--- src/rtl/req_cond_pkg.sv ---
// Shared types and defaults for the request conditioner: FSM encoding,
// source identifiers and default parameter values.
package req_cond_pkg;

  typedef enum logic [1:0] {
    ST_IDLE = 2'b00,
    ST_REQ  = 2'b01,
    ST_HOLD = 2'b10,
    ST_GAP  = 2'b11
  } state_t;

  localparam logic SRC_A = 1'b0;
  localparam logic SRC_B = 1'b1;

  localparam int DEF_DEB_CYCLES  = 4;
  localparam int DEF_HOLD_CYCLES = 2;
  localparam int DEF_TIMEOUT     = 8;
  localparam int DEF_CNT_W       = 3;

endpackage

--- src/rtl/req_conditioner_if.sv ---
// Bundle of request-side signals between raw sources, the conditioner and the
// downstream grant FSM.
interface req_conditioner_if
  import req_cond_pkg::*;
#(
  parameter int CNT_W = DEF_CNT_W
);
  // Handshake: req is a level held from REQ through HOLD; ack (downstream
  // gnt_0) is honoured only while in REQ and retires exactly one event of src_id.
  logic             raw_a;
  logic             raw_b;
  logic             ack;
  logic             req;
  logic             src_id;
  logic [CNT_W-1:0] pend_a;
  logic [CNT_W-1:0] pend_b;
  logic             ovf;
  logic             timeout_err;

  modport master (
    input  raw_a, raw_b, ack,
    output req, src_id, pend_a, pend_b, ovf, timeout_err
  );

  modport slave (
    output raw_a, raw_b, ack,
    input  req, src_id, pend_a, pend_b, ovf, timeout_err
  );

endinterface

--- src/rtl/req_debounce.sv ---
// Two-flop synchroniser plus stable-count debouncer for one raw request line;
// emits a single-cycle pulse in the cycle the debounced level rises.
module req_debounce
  import req_cond_pkg::*;
#(
  parameter int DEB_CYCLES = DEF_DEB_CYCLES
) (
  input  logic clock,
  input  logic reset,
  input  logic raw,
  output logic deb_level,
  output logic rise_pulse
);

  localparam int CW = $clog2(DEB_CYCLES + 1);

  logic          sync_1;
  logic          sync_x;
  logic [CW-1:0] stable_cnt;
  logic          settle;

  // Settle on the DEB_CYCLES-th consecutive cycle of disagreement.
  assign settle     = (sync_x != deb_level) && (stable_cnt == CW'(DEB_CYCLES - 1));
  assign rise_pulse = settle && sync_x;

  always_ff @(posedge clock) begin
    if (reset) begin
      sync_1     <= 1'b0;
      sync_x     <= 1'b0;
      deb_level  <= 1'b0;
      stable_cnt <= '0;
    end else begin
      sync_1 <= raw;
      sync_x <= sync_1;
      if (sync_x == deb_level) begin
        stable_cnt <= '0;
      end else if (settle) begin
        deb_level  <= sync_x;
        stable_cnt <= '0;
      end else begin
        stable_cnt <= stable_cnt + 1'b1;
      end
    end
  end

endmodule

--- src/rtl/req_conditioner.sv ---
// Request front-end: debounces two sources, counts pending events and serves
// them round-robin as a single req level acknowledged by the grant FSM.
module req_conditioner
  import req_cond_pkg::*;
#(
  parameter int DEB_CYCLES  = DEF_DEB_CYCLES,
  parameter int HOLD_CYCLES = DEF_HOLD_CYCLES,
  parameter int TIMEOUT     = DEF_TIMEOUT,
  parameter int CNT_W       = DEF_CNT_W
) (
  input  logic               clock,
  input  logic               reset,
  req_conditioner_if.master  bus,
  output state_t             state_dbg,
  output logic [1:0]         deb_dbg
);

  localparam int TIMER_W = $clog2(TIMEOUT + 1);
  localparam int HOLD_W  = $clog2(HOLD_CYCLES + 1);
  localparam logic [CNT_W-1:0] PEND_MAX = '1;

  logic deb_a, deb_b, rise_a, rise_b;

  req_debounce #(.DEB_CYCLES(DEB_CYCLES)) u_deb_a (
    .clock      (clock),
    .reset      (reset),
    .raw        (bus.raw_a),
    .deb_level  (deb_a),
    .rise_pulse (rise_a)
  );

  req_debounce #(.DEB_CYCLES(DEB_CYCLES)) u_deb_b (
    .clock      (clock),
    .reset      (reset),
    .raw        (bus.raw_b),
    .deb_level  (deb_b),
    .rise_pulse (rise_b)
  );

  state_t              state, state_n;
  logic                src_q, src_n;
  logic                last_src, last_n;
  logic [TIMER_W-1:0]  timer, timer_n;
  logic [HOLD_W-1:0]   hold_cnt, hold_n;
  logic                retire, to_hit;
  logic [CNT_W-1:0]    pend_a_q, pend_b_q;
  logic                ovf_q, to_err_q;
  logic                ret_a, ret_b;

  always_ff @(posedge clock) begin
    if (reset) begin
      state    <= ST_IDLE;
      src_q    <= SRC_A;
      last_src <= SRC_A;
      timer    <= '0;
      hold_cnt <= '0;
    end else begin
      state    <= state_n;
      src_q    <= src_n;
      last_src <= last_n;
      timer    <= timer_n;
      hold_cnt <= hold_n;
    end
  end

  always_comb begin
    state_n = state;
    src_n   = src_q;
    last_n  = last_src;
    timer_n = timer;
    hold_n  = hold_cnt;
    retire  = 1'b0;
    to_hit  = 1'b0;
    case (state)
      ST_IDLE: begin
        if ((pend_a_q != '0) || (pend_b_q != '0)) begin
          state_n = ST_REQ;
          timer_n = '0;
          // Contention goes to whichever source was not served last.
          if ((pend_a_q != '0) && (pend_b_q != '0)) begin
            src_n = ~last_src;
          end else begin
            src_n = (pend_b_q != '0) ? SRC_B : SRC_A;
          end
          last_n = src_n;
        end
      end
      ST_REQ: begin
        if (bus.ack) begin
          retire  = 1'b1;
          state_n = ST_HOLD;
          hold_n  = '0;
        end else if (timer == TIMER_W'(TIMEOUT - 1)) begin
          to_hit  = 1'b1;
          state_n = ST_GAP;
        end else begin
          timer_n = timer + 1'b1;
        end
      end
      ST_HOLD: begin
        if (hold_cnt == HOLD_W'(HOLD_CYCLES - 1)) begin
          state_n = ST_GAP;
        end else begin
          hold_n = hold_cnt + 1'b1;
        end
      end
      ST_GAP: begin
        state_n = ST_IDLE;
      end
      default: begin
        state_n = ST_IDLE;
      end
    endcase
  end

  assign ret_a = retire && (src_q == SRC_A);
  assign ret_b = retire && (src_q == SRC_B);

  // An event and a retire on the same source in one cycle cancel out.
  always_ff @(posedge clock) begin
    if (reset) begin
      pend_a_q <= '0;
      pend_b_q <= '0;
      ovf_q    <= 1'b0;
      to_err_q <= 1'b0;
    end else begin
      if (rise_a && !ret_a) begin
        if (pend_a_q == PEND_MAX) ovf_q <= 1'b1;
        else                      pend_a_q <= pend_a_q + 1'b1;
      end else if (ret_a && !rise_a) begin
        pend_a_q <= pend_a_q - 1'b1;
      end
      if (rise_b && !ret_b) begin
        if (pend_b_q == PEND_MAX) ovf_q <= 1'b1;
        else                      pend_b_q <= pend_b_q + 1'b1;
      end else if (ret_b && !rise_b) begin
        pend_b_q <= pend_b_q - 1'b1;
      end
      if (to_hit) to_err_q <= 1'b1;
    end
  end

  assign bus.req         = (state == ST_REQ) || (state == ST_HOLD);
  assign bus.src_id      = src_q;
  assign bus.pend_a      = pend_a_q;
  assign bus.pend_b      = pend_b_q;
  assign bus.ovf         = ovf_q;
  assign bus.timeout_err = to_err_q;
  assign state_dbg       = state;
  assign deb_dbg         = {deb_b, deb_a};

endmodule
--- src/flat_wrapper.sv ---
// flat-port wrapper written by rule: the top's interface ports become plain ports
module req_conditioner_flat import req_cond_pkg::*;
#(
  parameter int DEB_CYCLES  = DEF_DEB_CYCLES,
  parameter int HOLD_CYCLES = DEF_HOLD_CYCLES,
  parameter int TIMEOUT     = DEF_TIMEOUT,
  parameter int CNT_W       = DEF_CNT_W
)
  (clock, reset, state_dbg, deb_dbg, bus_raw_a, bus_raw_b, bus_ack, bus_req, bus_src_id, bus_pend_a, bus_pend_b, bus_ovf, bus_timeout_err);
  req_conditioner_if #(.CNT_W(CNT_W)) bus_i ();
  input  logic clock;
  input  logic reset;
  output state_t state_dbg;
  output logic [1:0] deb_dbg;
  input wire logic [$bits(bus_i.raw_a)-1:0] bus_raw_a;
  input wire logic [$bits(bus_i.raw_b)-1:0] bus_raw_b;
  input wire logic [$bits(bus_i.ack)-1:0] bus_ack;
  output wire logic [$bits(bus_i.req)-1:0] bus_req;
  output wire logic [$bits(bus_i.src_id)-1:0] bus_src_id;
  output wire logic [$bits(bus_i.pend_a)-1:0] bus_pend_a;
  output wire logic [$bits(bus_i.pend_b)-1:0] bus_pend_b;
  output wire logic [$bits(bus_i.ovf)-1:0] bus_ovf;
  output wire logic [$bits(bus_i.timeout_err)-1:0] bus_timeout_err;
  assign bus_i.raw_a = bus_raw_a;
  assign bus_i.raw_b = bus_raw_b;
  assign bus_i.ack = bus_ack;
  assign bus_req = bus_i.req;
  assign bus_src_id = bus_i.src_id;
  assign bus_pend_a = bus_i.pend_a;
  assign bus_pend_b = bus_i.pend_b;
  assign bus_ovf = bus_i.ovf;
  assign bus_timeout_err = bus_i.timeout_err;
  req_conditioner #(.DEB_CYCLES(DEB_CYCLES), .HOLD_CYCLES(HOLD_CYCLES), .TIMEOUT(TIMEOUT), .CNT_W(CNT_W)) u_core (.clock(clock), .reset(reset), .bus(bus_i), .state_dbg(state_dbg), .deb_dbg(deb_dbg));
endmodule
--- config.mk ---
export PLATFORM = sky130hd
export DESIGN_NAME = req_conditioner_flat
export DESIGN_NICKNAME = d
export VERILOG_FILES = /design/src/rtl/req_cond_pkg.sv /design/src/rtl/req_conditioner_if.sv /design/src/rtl/req_debounce.sv /design/src/rtl/req_conditioner.sv /design/src/flat_wrapper.sv
export SDC_FILE = /design/constraint.sdc
export NUM_CORES = 1
export LEC_CHECK = 0
export CAP_MARGIN = 20
export CORE_UTILIZATION = 35
export CTS_CLUSTER_SIZE = 8
export DETAILED_ROUTE_END_ITERATION = 10
export MAX_ROUTING_LAYER = met4
export SLEW_MARGIN = 0
export SYNTH_ARGS = -nofsm -noshare
export SYNTH_HDL_FRONTEND = slang
export SYNTH_SLANG_ARGS = --single-unit
--- constraint.sdc ---
create_clock -name clock -period 2.2 [get_ports clock]
set_input_delay 0.66 -clock clock [delete_from_list [all_inputs] [get_ports clock]]
set_output_delay 0.66 -clock clock [all_outputs]
set_load 0.005 [all_outputs]
==> results of run 1 <==
stage by stage:
| step | hold WS (ns) | power (mW) | utilization, % |
|---|---|---|---|
| detailed placement | 0.417 | 1.10 | 44.0 |
| CTS | 0.431 | 1.68 | 47.1 |
| global placement | 0.407 | 1.07 | 44.0 |
| finish | 0.427 | 1.67 | 48.2 |
| global route | 0.447 | 1.76 | 48.2 |
| floorplan | 0.399 | 0.971 | - |
layer usage:
metal  wire length, um  vias to the layer above
li1                  -                      659
met1              1490                      617
met2              1670                       23
met3                95                        4
met4                38                        0
met5                 0                        -
sequential cells by signal (all words and copies together), names as in the netlist:
register	flops
u_core.u_deb_a.deb_level	1
u_core.bus.pend_b	3
u_core.bus.ovf	1
u_core.bus.timeout_err	1
u_core.u_deb_b.sync_1	1
u_core.bus.pend_a	3
u_core.timer	4
u_core.u_deb_a.sync_x	1
u_core.u_deb_b.sync_x	1
u_core.hold_cnt	2
u_core.u_deb_b.stable_cnt	3
u_core.state_dbg	2
u_core.last_src	1
u_core.u_deb_a.stable_cnt	3
u_core.u_deb_b.deb_level	1
u_core.u_deb_a.sync_1	1
cells by family after synthesis:
kind of cell,Yosys count,share of synthesized area [%]
buf+inv,19,7.27
flops,29,37.5
mux,7,4.69
xor+xnor,4,2.26
compound gates,29,11.8
fa+ha+maj,11,8.89
simple gates,70,27.6
critical path: stages (launching register included):
cell	delay, ns
dfxtp_1	0.31
ha_1	0.19
ha_1	0.24
and3b_2	0.24
and2_1	0.16
xnor2_1	0.13
ha_2	0.23
and3_1	0.17
a2bb2oi_1	0.14
a211oi_1	0.25
cell usage after synthesis (all sizes together):
library cell | count | share of area [%]
a2bb2oi | 3 | 1.7
and3 | 4 | 1.6
o32ai | 1 | 0.57
nand2b | 5 | 2.0
clkbuf | 3 | 0.73
dfxtp | 29 | 37
nand4 | 1 | 0.40
nor2b | 11 | 4.9
o31ai | 2 | 0.97
o31a | 1 | 0.57
a211oi | 3 | 1.5
nor3 | 8 | 2.9
nand4b | 5 | 2.8
o22ai | 1 | 0.40
a41oi | 1 | 0.57
ha | 11 | 8.9
or2b | 1 | 0.48
a31oi | 1 | 0.40
nand3b | 3 | 1.5
and2 | 4 | 1.8
nor2 | 14 | 3.4
mux2 | 2 | 1.5
buf | 7 | 4.4
or3 | 3 | 1.2
or3b | 1 | 0.57
and3b | 2 | 1.1
a21oi | 11 | 3.6
o21ai | 5 | 1.6
or4 | 1 | 0.48
xnor2 | 4 | 2.3
nor4 | 2 | 0.81
mux2i | 5 | 3.2
nand3 | 5 | 1.6
inv | 9 | 2.2
final cells by class:
type | count | share of cell area, %
Tap cell | 50 | 3.15
Inverter | 9 | 1.70
Clock buffer | 7 | 4.35
Timing Repair Buffer | 34 | 15.4
Sequential cell | 29 | 29.4
Clock inverter | 1 | 1.51
Multi-Input combinational cell | 121 | 44.5
placed cells by master (no fill, tap or decap), types with 2 or more instances in the layout:
master | netlist | final
and3b_2 | 0 | 2
nor3_1 | 7 | 7
o21ai_0 | 5 | 5
nand3_1 | 5 | 5
ha_2 | 0 | 3
buf_4 | 3 | 16
ha_1 | 11 | 8
nand2b_1 | 5 | 5
clkdlybuf4s50_1 | 0 | 16
xnor2_1 | 4 | 4
dfxtp_2 | 0 | 2
nor2b_1 | 10 | 10
mux2i_1 | 5 | 5
nand4b_1 | 5 | 5
a2bb2oi_1 | 3 | 3
clkbuf_8 | 0 | 6
a211oi_1 | 3 | 3
and2_4 | 1 | 2
a21oi_1 | 11 | 11
dlymetal6s2s_1 | 0 | 2
or3_1 | 3 | 3
nor2_1 | 14 | 14
o31ai_1 | 2 | 2
inv_1 | 9 | 9
mux2_2 | 2 | 2
and2_1 | 3 | 2
nand3b_1 | 3 | 3
dfxtp_1 | 29 | 27
and3_1 | 4 | 4
power breakdown:
part,switching [mW],internal (mW)
registers,0.0452,0.563
clock network,0.202,0.369
logic,0.247,0.240
total,0.494,1.17
repair_timing:
item                                    4_1_cts  5_1_grt
endpoints found under the setup margin        3        3
buffers inserted                              0        3
pin swaps                                     2        3
hold buffers                                  0        0
gates cloned                                  0        0
gates resized for setup                       5        7
hold endpoints to repair                      0        0
worst min-delay path by stage:
stage                                 startpoint                           end  slack (ns)  depth (start not counted)
floorplan           u_core.u_deb_a.stable_cnt[0]  u_core.u_deb_a.stable_cnt[0]        0.40                          1
global placement    u_core.u_deb_a.stable_cnt[0]  u_core.u_deb_a.stable_cnt[0]        0.41                          1
detailed placement  u_core.u_deb_a.stable_cnt[0]  u_core.u_deb_a.stable_cnt[0]        0.42                          1
CTS                 u_core.u_deb_b.stable_cnt[0]  u_core.u_deb_b.stable_cnt[0]        0.43                          1
global route        u_core.u_deb_b.stable_cnt[0]  u_core.u_deb_b.stable_cnt[0]        0.45                          1
finish              u_core.u_deb_a.stable_cnt[0]  u_core.u_deb_a.stable_cnt[0]        0.43                          1
==> run_results.csv, run 1 <==
group,metric,value,unit
pwr,total_leakage_power,0.795,nW
worst_setup_path,ff2ff_path_depth,9,
drt,drt-total-wl,3290,um
logic_synthesis,ys_seq_area_share,37.5,%
drt,drt_pass1_iterations,4,
finish,syn_to_final_growth,28.1,%
timing,post-route-min-period,2.13,ns
global_routing,gr-total-overflow,0,
global_routing,grt_pass1_wl,5580,um
drt,vias_per_cell,5.19,
cts,cts_sinks,29,
finish,num-fill-cells,380,
floorplanning,ios,19,
finish,finish.instance_area,1980,um^2
floorplanning,dieWidth,68.5,um
logic_synthesis,synth_area,1550,um^2
finish,seq_area,583,um^2
finish,diodes,0,
drt,vias,1303,
status,outcome,"completed",
cts,htree_levels,2,
pwr,vdd_ir_drop_max,380,uV
global_routing,antenna_found_initial,0,
finish,drive_gt1_share,18.9,%
cts,cts_max_path_buffers,2,
floorplanning,start_util,37.6,%
worst_setup_path,path_max_fanout,4,
cts,cts_buffers,5,
global_routing,top_usage_layer,"met2",
logic_synthesis,syn_avg_cell_area,9.17,um^2
cts,cts_tree,"yes",
place,portBuffers,18,
timing,hold_violations,0,
finish,nNetsFinal,216,
floorplanning,rows,23,
timing,max_freq,469,MHz
timing,maxSlewViolCount,0,
place,detailed_place.area,1810,um^2
floorplanning,core_area,4120,um^2
flow_run,drv_cap,0,
worst_setup_path,critPathKind,"flop to flop",
drt,wl_per_cell,13.1,um
finish,final_cells,251,
floorplanning,die_height,68.5,um
worst_setup_path,worstPathRequired,2.39,ns
timing,layout_setup_ws,0.0657,ns
place,dp_slack,-0.333,ns
global_routing,met3_usage,5.10,%
worst_setup_path,r2r_end,"u_core.bus.pend_b[2]",
timing,maxSlewHeadroom,74.7,%
place,placedCellCount,240,
timing,tns,0,ns
worst_setup_path,crit_path_end_kind,"flop",
worst_setup_path,cp.arrival,2.32,ns
timing,tightest_slew,0.380,ns
finish,multi_input_area,883,um^2
timing,fin_crit_sh,97.0,%
logic_synthesis,synth_cells,169,
floorplanning,fp.dieArea,4700,um^2
worst_setup_path,r2r-start,"u_core.u_deb_b.stable_cnt[0]",
cts,clk_pin_slew,0.07,ns
logic_synthesis,yosys_register_bits,29,
cts,clock_latency,0.27,ns
cts,clock-root-buffer,"clkbuf_8",
worst_setup_path,crit_path_end,"u_core.bus.pend_b[2]",
worst_setup_path,start_kind,"flop",
global_routing,grt_use_total,16.5,%
global_routing,grtUsageMet1,19.5,%
timing,finClkSkew,0.0107,ns
drt,route.detailed.drc,0,
place,hpwlAfterDp,2340,um
global_routing,first_global_vias,1237,
drt,drt_iter0_drc,110,
pwr,powerDensity,839,nW/um^2
drt,ant_nets,0,
worst_setup_path,r2r_setup_slack,0.07,ns
place,routabilityCongestion,0.797,
global_routing,grt_start_max_net_pins,16,
worst_setup_path,startpoint,"u_core.u_deb_b.stable_cnt[0]",
logic_synthesis,synthesis.nets,185,
global_routing,use_met2,26.2,%
logic_synthesis,yosysUniqueCellTypes,38,
min_path,min_path_type,"flop to flop",
timing,setup_violations,0,
logic_synthesis,yosysWarningCount,0,
No activity file was read; power rests on OpenSTA's default activity.
==> run 2, diff against run 1 <==
- CORE_ASPECT_RATIO: not set -> 0.9
==> run 2 against run 1 <==
Cell area increased by 3.4%; non-clock buffer count is 1 lower; clock power is 0.9% higher; utilization up 1.1 points; sequential share of layout area shrank 0.85 points; maximum frequency rose by 2.1%; critical endpoint is now u_core.bus.pend_a[2]; largest power group unchanged.
==> run_results.csv, run 2 (synthesized netlist as in run 1, its figures left out) <==
group,metric,value,unit
min_path,whs_path_depth,1,
finish,final_common_cell,"dfxtp_1",
min_path,holdPathEnd,"u_core.u_deb_a.stable_cnt[0]",
global_routing,gr-total-overflow,0,
pwr,clock_power_share,33.9,%
timing,rsz0062_at_grt,"no",
finish,final_cells,260,
floorplanning,start_util,37.3,%
timing,post-route-min-period,2.09,ns
global_routing,grt_pass1_wl,5570,um
timing,hold_violations,0,
place,routabilityCongestion,0.831,
drt,route.detailed.drc,0,
floorplanning,dieWidth,72.1,um
worst_setup_path,ff2ff_path_depth,9,
worst_setup_path,r2r_setup_slack,0.11,ns
flow_run,drv_cap,0,
pwr,pwr-share-comb,30.2,%
place,placedCellCount,248,
cts,cts_sinks,29,
timing,setup_violations,0,
drt,vias,1305,
drt,drt_pass1_iterations,4,
finish,nNetsFinal,215,
timing,hold_ws,0.425,ns
floorplanning,rows,22,
finish,largest_reg_flops,4,
worst_setup_path,start_kind,"flop",
drt,vias_per_cell,5.02,
drt,drt_iter0_drc,79,
timing,fin_crit_sh,95.0,%
global_routing,first_global_vias,1302,
global_routing,grt_start_max_net_pins,32,
timing,tightest_slew,0.400,ns
cts,cts_buffers,5,
floorplanning,ios,19,
pwr,powerDensity,828,nW/um^2
global_routing,antenna_found_initial,0,
pwr,seqPwrFrac,35.9,%
finish,diodes,0,
cts,cts_max_path_buffers,2,
worst_setup_path,r2r-start,"u_core.u_deb_a.stable_cnt[0]",
timing,maxSlewViolCount,0,
worst_setup_path,path_max_fanout,6,
floorplanning,core_area,4160,um^2
worst_setup_path,critPathKind,"flop to flop",
min_path,hp-start,"u_core.u_deb_a.stable_cnt[0]",
finish,drive_gt1_share,22.5,%
pwr,total_leakage_power,0.811,nW
finish,final_cell_mix,"dfxtp_1 (27), clkdlybuf4s50_1 (16), nor2_1 (14), buf_4 (14), a21oi_1 (11)",
pwr,vdd_ir_drop_max,350,uV
global_routing,grt_use_total,15.9,%
timing,finClkSkew,0.00277,ns
timing,max_freq,478,MHz
place,detailed_place.area,1820,um^2
floorplanning,fp.dieArea,4700,um^2
finish,finish.instance_area,2050,um^2
pwr,swShare,30.0,%
cts,clock-root-buffer,"clkbuf_8",
drt,ant_nets,0,
worst_setup_path,cp.arrival,2.30,ns
drt,wl_per_cell,12.2,um
pwr,p_int,1.19,mW
worst_setup_path,crit_path_end_kind,"flop",
cts,htree_levels,2,
finish,num-fill-cells,392,
drt,drt-total-wl,3160,um
cts,clock_latency,0.28,ns
pwr,p_sw,0.510,mW
finish,largest-register,"u_core.timer",
worst_setup_path,r2r_end,"u_core.bus.pend_a[2]",
status,outcome,"completed",
place,portBuffers,18,
finish,syn_to_final_growth,32.5,%
place,hpwlAfterDp,2200,um
floorplanning,die_height,65.1,um
cts,cts_tree,"yes",
min_path,min_path_type,"flop to flop",
timing,maxSlewHeadroom,73.3,%
cts,clk_pin_slew,0.06,ns
worst_setup_path,worstPathRequired,2.41,ns
pwr,power,1.70,mW
==> run 2: critical path, cell delays in order (launching register included) <==
cell and delay (ns):
dfxtp_1 0.32, ha_1 0.19, ha_1 0.23, and3b_2 0.25, and2_1 0.17, xnor2_1 0.13, ha_2 0.21, and3_4 0.16
a2bb2oi_2 0.15, a211oi_2 0.21
==> run 2: through the flow <==
step	setup WS, ns	utilization (%)	setup TNS [ns]
CTS	0.00282	46.7	0
detailed placement	-0.282	43.8	-0.714
global placement	-0.218	43.8	-0.513
global route	0.00538	49.4	0
floorplan	0.208	-	0
finish	0.110	49.4	0
==> run 2: layout make-up <==
| type | count | area, um^2 | area share [%] |
|---|---|---|---|
| timing repair buffer | 33 | 310 | 15.1 |
| clock inverter | 2 | 37.5 | 1.83 |
| inverter | 9 | 33.8 | 1.65 |
| tap | 60 | 75.1 | 3.66 |
| clock buffer | 6 | 82.6 | 4.02 |
| sequential | 29 | 586 | 28.5 |
| multi-input combinational | 121 | 927 | 45.2 |
==> run 2: worst max path at each step <==
stage	start	end	cells past startpoint
6_report	u_core.u_deb_a.stable_cnt[0]	u_core.bus.pend_a[2]	9
5_1_grt	u_core.u_deb_a.stable_cnt[0]	u_core.bus.pend_a[2]	9
4_1_cts	u_core.state_dbg[0]	bus_req	3
3_5_place_dp	bus_ack	u_core.bus.pend_a[2]	8
3_3_place_gp	bus_ack	u_core.bus.pend_a[2]	8
2_1_floorplan	u_core.u_deb_b.stable_cnt[0]	u_core.bus.pend_b[2]	9
==> run 2: power by group through the flow <==
| stage | registers, mW | logic (mW) | clock network [mW] |
|---|---|---|---|
| finish | 0.610 | 0.514 | 0.576 |
| global route | 0.617 | 0.562 | 0.618 |
| CTS | 0.607 | 0.491 | 0.593 |
| detailed placement | 0.615 | 0.484 | 0 |
| global placement | 0.613 | 0.467 | 0 |
| floorplan | 0.603 | 0.367 | 0 |
==> run 2: metal layers <==
layer / GRT usage, % / part of all wire (%) / vias to the layer above
li1: - / - / 658
met1: 17.4 / 46 / 617
met5: - / 0 / -
met4: 7.84 / 1.7 / 0
met2: 26.1 / 47 / 24
met3: 5.21 / 4.4 / 6
==> run 2: what timing repair did <==
action / 4_1_cts / 5_1_grt
setup endpoints to repair: 1 / 3
gates resized for setup: 2 / 18
setup buffers: 0 / 4
hold buffers: 0 / 0
pin swaps: 0 / 3
